--- src/rtl/rf_wb_arbiter_pkg.sv ---
// Shared definitions for the register-file writeback arbiter.
// Bus widths for register addresses and write data, plus the conventional
// requester slot numbers used by the writeback sources.
package rf_wb_arbiter_pkg;

  localparam int unsigned GenbusW  = 5;   // register address width
  localparam int unsigned DatabusW = 32;  // register data width

  // Requester slot assignment
  localparam int unsigned REQ_ALU = 0;
  localparam int unsigned REQ_LSU = 1;
  localparam int unsigned REQ_MDU = 2;

  typedef logic [GenbusW-1:0]  reg_addr_t;
  typedef logic [DatabusW-1:0] reg_data_t;

endpackage

--- src/rtl/rf_wb_arbiter_rr_arbiter.sv ---
// Purely combinational round-robin arbiter.
// Scans req_i starting at ptr_i and wrapping modulo N. The first set bit wins.
//   req_i  : request vector
//   ptr_i  : highest-priority index this cycle (must be < N)
//   gnt_o  : one-hot grant (all zero when no request)
//   idx_o  : encoded index of the grant (0 when no request)
//   any_o  : some request was granted
module rf_wb_arbiter_rr_arbiter #(
  parameter  int unsigned N    = 3,
  localparam int unsigned IdxW = $clog2(N)
) (
  input  logic [N-1:0]    req_i,
  input  logic [IdxW-1:0] ptr_i,
  output logic [N-1:0]    gnt_o,
  output logic [IdxW-1:0] idx_o,
  output logic            any_o
);

  int unsigned     pos;
  logic [IdxW-1:0] cand;

  always_comb begin
    gnt_o = '0;
    idx_o = '0;
    any_o = 1'b0;
    pos   = 0;
    cand  = '0;
    for (int unsigned off = 0; off < N; off++) begin
      pos = 32'(ptr_i) + off;
      if (pos >= N) pos = pos - N;
      cand = IdxW'(pos);
      if (!any_o && req_i[cand]) begin
        any_o       = 1'b1;
        idx_o       = cand;
        gnt_o[cand] = 1'b1;
      end
    end
  end

endmodule

--- src/rtl/rf_wb_arbiter.sv ---
// Register-file write-port arbiter.
// Shares the single RF write port among N_REQ writeback sources using a
// valid/ready handshake with round-robin priority. The write port outputs are
// registered (one cycle after the transfer). Also counts cycles in which more
// than one requester was pending (saturating).
//   clk, rst           : clock, asynchronous active-high reset
//   flush_i, stall_i   : suppress this cycle's grant
//   req_valid_i/addr_i/data_i : per-requester write request, packed by index
//   req_ready_o        : one-hot grant, transfer = valid & ready
//   rf_wen_o/waddr_o/wdata_o  : registered RF write port
//   grant_id_o         : requester behind the current registered write
//   conflict_cnt_o     : saturating count of multi-requester cycles
module rf_wb_arbiter
  import rf_wb_arbiter_pkg::*;
#(
  parameter int unsigned N_REQ = 3,
  parameter int unsigned CNT_W = 16
) (
  input  logic                        clk,
  input  logic                        rst,
  input  logic                        flush_i,
  input  logic                        stall_i,
  input  logic [N_REQ-1:0]            req_valid_i,
  input  logic [GenbusW*N_REQ-1:0]    req_addr_i,
  input  logic [DatabusW*N_REQ-1:0]   req_data_i,
  output logic [N_REQ-1:0]            req_ready_o,
  output logic                        rf_wen_o,
  output logic [GenbusW-1:0]          rf_waddr_o,
  output logic [DatabusW-1:0]         rf_wdata_o,
  output logic [$clog2(N_REQ)-1:0]    grant_id_o,
  output logic [CNT_W-1:0]            conflict_cnt_o
);

  localparam int unsigned IdxW = $clog2(N_REQ);

  logic [IdxW-1:0]  rr_ptr_q, rr_ptr_d;
  logic             rf_wen_q, rf_wen_d;
  reg_addr_t        rf_waddr_q, rf_waddr_d;
  reg_data_t        rf_wdata_q, rf_wdata_d;
  logic [IdxW-1:0]  grant_id_q, grant_id_d;
  logic [CNT_W-1:0] cnt_q, cnt_d;

  logic [N_REQ-1:0] arb_gnt;
  logic [IdxW-1:0]  arb_idx;
  logic             arb_any;
  logic             blocked;
  logic             xfer;
  logic             multi_valid;
  reg_addr_t        sel_addr;
  reg_data_t        sel_data;

  rf_wb_arbiter_rr_arbiter #(
    .N (N_REQ)
  ) u_rr_arbiter (
    .req_i (req_valid_i),
    .ptr_i (rr_ptr_q),
    .gnt_o (arb_gnt),
    .idx_o (arb_idx),
    .any_o (arb_any)
  );

  // Ready is also masked while in reset so nothing appears granted then.
  assign blocked     = stall_i | flush_i | rst;
  assign req_ready_o = blocked ? '0 : arb_gnt;
  assign xfer        = arb_any & ~blocked;

  // More than one bit set <=> clearing the lowest set bit leaves a nonzero vector.
  assign multi_valid = |(req_valid_i & (req_valid_i - N_REQ'(1)));

  always_comb begin
    sel_addr = '0;
    sel_data = '0;
    for (int unsigned i = 0; i < N_REQ; i++) begin
      if (arb_idx == IdxW'(i)) begin
        sel_addr = req_addr_i[GenbusW*i +: GenbusW];
        sel_data = req_data_i[DatabusW*i +: DatabusW];
      end
    end
  end

  always_comb begin
    rr_ptr_d   = rr_ptr_q;
    rf_wen_d   = 1'b0;
    rf_waddr_d = rf_waddr_q;
    rf_wdata_d = rf_wdata_q;
    grant_id_d = grant_id_q;
    cnt_d      = cnt_q;
    if (xfer) begin
      rr_ptr_d   = (arb_idx == IdxW'(N_REQ - 1)) ? '0 : arb_idx + IdxW'(1);
      // x0 writes are accepted and latched but never enabled.
      rf_wen_d   = (sel_addr != '0);
      rf_waddr_d = sel_addr;
      rf_wdata_d = sel_data;
      grant_id_d = arb_idx;
    end
    if (multi_valid && (cnt_q != '1)) cnt_d = cnt_q + CNT_W'(1);
  end

  always_ff @(posedge clk or posedge rst) begin
    if (rst) begin
      rr_ptr_q   <= '0;
      rf_wen_q   <= 1'b0;
      rf_waddr_q <= '0;
      rf_wdata_q <= '0;
      grant_id_q <= '0;
      cnt_q      <= '0;
    end else begin
      rr_ptr_q   <= rr_ptr_d;
      rf_wen_q   <= rf_wen_d;
      rf_waddr_q <= rf_waddr_d;
      rf_wdata_q <= rf_wdata_d;
      grant_id_q <= grant_id_d;
      cnt_q      <= cnt_d;
    end
  end

  assign rf_wen_o       = rf_wen_q;
  assign rf_waddr_o     = rf_waddr_q;
  assign rf_wdata_o     = rf_wdata_q;
  assign grant_id_o     = grant_id_q;
  assign conflict_cnt_o = cnt_q;

endmodule

--- config.mk ---
export PLATFORM = sky130hd
export DESIGN_NAME = rf_wb_arbiter
export DESIGN_NICKNAME = d
export VERILOG_FILES = /design/src/rtl/rf_wb_arbiter_pkg.sv /design/src/rtl/rf_wb_arbiter_rr_arbiter.sv /design/src/rtl/rf_wb_arbiter.sv
export SDC_FILE = /design/constraint.sdc
export NUM_CORES = 1
export LEC_CHECK = 0
export BUFFER_PORTS_ARGS = -buffer_cell sky130_fd_sc_hd__buf_2
export CORE_ASPECT_RATIO = 1.75
export CORE_MARGIN = 4
export CORE_UTILIZATION = 30
export DETAILED_ROUTE_END_ITERATION = 7
export HOLD_SLACK_MARGIN = 0.05
export PLACE_DENSITY_LB_ADDON = 0.05
export SYNTH_ARGS = -nofsm -noshare
export SYNTH_HDL_FRONTEND = slang
export SYNTH_SLANG_ARGS = --single-unit
--- constraint.sdc ---
create_clock -name clk -period 6.78 [get_ports clk]
set_input_delay 0.678 -clock clk [delete_from_list [all_inputs] [get_ports clk]]
set_output_delay 0.678 -clock clk [all_outputs]
set_load 0.005 [all_outputs]
==> impl_metrics.json <==
{
  "drtIter0Drc": 62,
  "worstMarginPinSlew_ns": 0.817,
  "cts_resized": 0,
  "num_antenna_cells": 0,
  "synthesis.instances": 346,
  "via_per_inst": 4.95,
  "grt_pass1_wl_um": 15200,
  "multi_input_comb_area_um2": 1820,
  "drc": 0,
  "startpoint_type": "flip-flop",
  "core-area_um2": 11200,
  "area_delta_synth_final_pct": 36.6,
  "setup_viol_count_final": 0,
  "crit_path_end_kind": "flip-flop",
  "hold_violations": 0,
  "die-area_um2": 13300,
  "critPathLaunch": "rr_ptr_q[0]$_DFFE_PP0P_",
  "ant_nets": 0,
  "cts_buffer_depth": 2,
  "layout_common_cells": "buf_2, dfrtp_1, nor2_1",
  "h-tree-depth": 3,
  "grt_pass1_vias": 3193,
  "peakVddDrop_mv": 0.347,
  "cts.clk_slew.worst_paths_ns": 0.05,
  "globalRouteTotalUtil_pct": 14.9,
  "worstHoldStart": "rf_wdata_o[28]$_DFFE_PP0P_",
  "fillers": 1138,
  "postCtsHoldBufs": 0,
  "min_path_type": "reg2reg",
  "synth_top_area_share_pct": 42.2,
  "antenna_found_initial": 0,
  "fmax_mhz": 336,
  "worstSkewPairLatency_ns": 0.32,
  "cts_tree": "built",
  "crit_arrival_ns": 3.12,
  "vias": 3211,
  "die_height_um": 150,
  "wl_met2_um": 5520,
  "yosysWarnings": 0,
  "firstDrtPassIters": 4,
  "setup_ws_ns": 3.80,
  "leakage_nw": 2.53,
  "critPathMaxFanout": 41,
  "routed-wl-met3_um": 699,
  "nets": 635,
  "layout_commonest_cell": "buf_2",
  "seqCellArea_um2": 1450,
  "cts-buffers-inserted": 9,
  "grt_max_degree": 82,
  "port_buffers": 176,
  "async_flop_share_pct": 100,
  "syn_area_um2": 3440,
  "hpwl_um": 7310,
  "cap_violations": 0,
  "top_layer": "met4",
  "ys_ff_latch": 58,
  "synth_nets": 469,
  "critPathKind": "reg2reg",
  "synthTopCellsByArea": "dfrtp_1, mux2i_1, a211oi_1, a21o_1, nor2_1",
  "fin_skew_ns": 0.00915,
  "synth-edff-count": 0,
  "drt_wl_total_um": 9800,
  "post_cts_buffers": 0,
  "drive_gt1_share_pct": 40.6,
  "wl_met1_um": 3450,
  "max_slew_margin_pct": 45.5,
  "ys.flop_type": "dfrtp_1",
  "initial_utilization_pct": 30.8,
  "drv_slew": 0,
  "fin_crit_sh_pct": 43.9,
  "required_ns": 6.93,
  "cts_sinks": 58,
  "overflow": 0,
  "p_per_area_nw_per_um2": 395,
  "cts_root_buf": "clkbuf_16",
  "worstReg2RegStart": "rr_ptr_q[0]$_DFFE_PP0P_",
  "min_period_ns": 2.98,
  "setup_tns_ns": 0,
  "pin_count": 177,
  "yosysUniqueCellTypes": 48,
  "rsz0062_at_grt": "no",
  "postSynthAreaPerCell_um2": 9.93,
  "num_rows": 51,
  "pre_cts_ws_ns": 3.70,
  "synth_top_area_cell": "dfrtp_1",
  "outcome": "finished, final reports clean",
  "fp.dieW_um": 88.9,
  "yosysSeqAreaShare_pct": 42.2,
  "gp_congestion": 0.784,
  "wl_per_cell_um": 15.1
}
## synthesized netlist by cell type, types with 7 or more instances
cell and n:
xor2_1 10, nor2_1 53, nand3_1 8, buf_2 11, a21o_1 33, inv_1 10
clkbuf_1 7, a21oi_1 9, dfrtp_1 58, a211oi_1 33, mux2i_1 39, nand2_1 10
## worst max-delay path, cell delays in order (launching register included)
cell      delay, ns
dfrtp_1        0.39
inv_1          0.07
ha_1           0.37
nor4b_2        0.43
a311oi_2       0.10
a31oi_4        0.17
buf_4          0.54
mux2_2         0.40
mux2i_1        0.20
a41oi_1        0.14
## power by group
group / switching (mW) / internal [mW]
clock: 0.151 / 0.303
combinational: 0.444 / 0.386
sequential: 0.0885 / 0.481
## layer usage
metal,global-route usage (%),vias to the layer above
li1,-,1579
met1,15.3,1517
met2,27.7,106
met3,4.13,9
met4,5.22,0
met5,0,-
## per-stage QoR
step	std cells	area (um^2)	hold slack, ns	total power [mW]	utilization, %
after floorplan	346	3440	0.473	1.14	-
after global placement	633	4390	0.455	1.41	39.3
after detailed placement	633	4390	0.460	1.43	39.3
after CTS	649	4700	0.471	1.89	42.1
after global routing	649	4700	0.482	2.00	42.1
final	649	4700	0.465	1.85	42.1
## state kept, by name, summed over array words and instances, names as in the netlist
register,flops
rf_wdata_o,32
rr_ptr_q,2
rf_wen_o,1
rf_waddr_o,5
conflict_cnt_o,16
grant_id_o,2
## path summary, 6_finish.rpt
path | depth (start not counted) | slack, ns | to
max | 9 | 3.80 | rf_wen_o$_DFF_PP0_
min | 1 | 0.47 | rf_wdata_o[28]$_DFFE_PP0P_
max reg2reg | 9 | 3.80 | rf_wen_o$_DFF_PP0_
min reg2reg | 1 | 0.47 | rf_wdata_o[28]$_DFFE_PP0P_
max in group asynchronous | 3 | 5.70 | rf_wdata_o[10]$_DFFE_PP0P_
min in group asynchronous | 3 | 0.58 | rf_wdata_o[24]$_DFFE_PP0P_
## final cells by class
class                   count  share of cell area, %
clock buffers              12                   5.46
clock inverters             4                   1.07
inverters                  10                  0.799
multi-input cells         253                   38.8
flip-flops and latches     58                   30.9
well taps                 132                   3.52
repair buffers            180                   19.4
## logic make-up (layout without fill, tap and decap cells)
family          after synthesis  after routing  synth area share [%]
fa+ha+maj                     6              6                  2.11
buf+inv                      35            206                  5.10
simple gates                 95             95                  13.9
flops                        58             58                  42.2
xor+xnor                     15             15                  3.82
compound gates               93             93                  19.8
mux                          44             44                  13.1
Power figures use the tool's default switching activity.
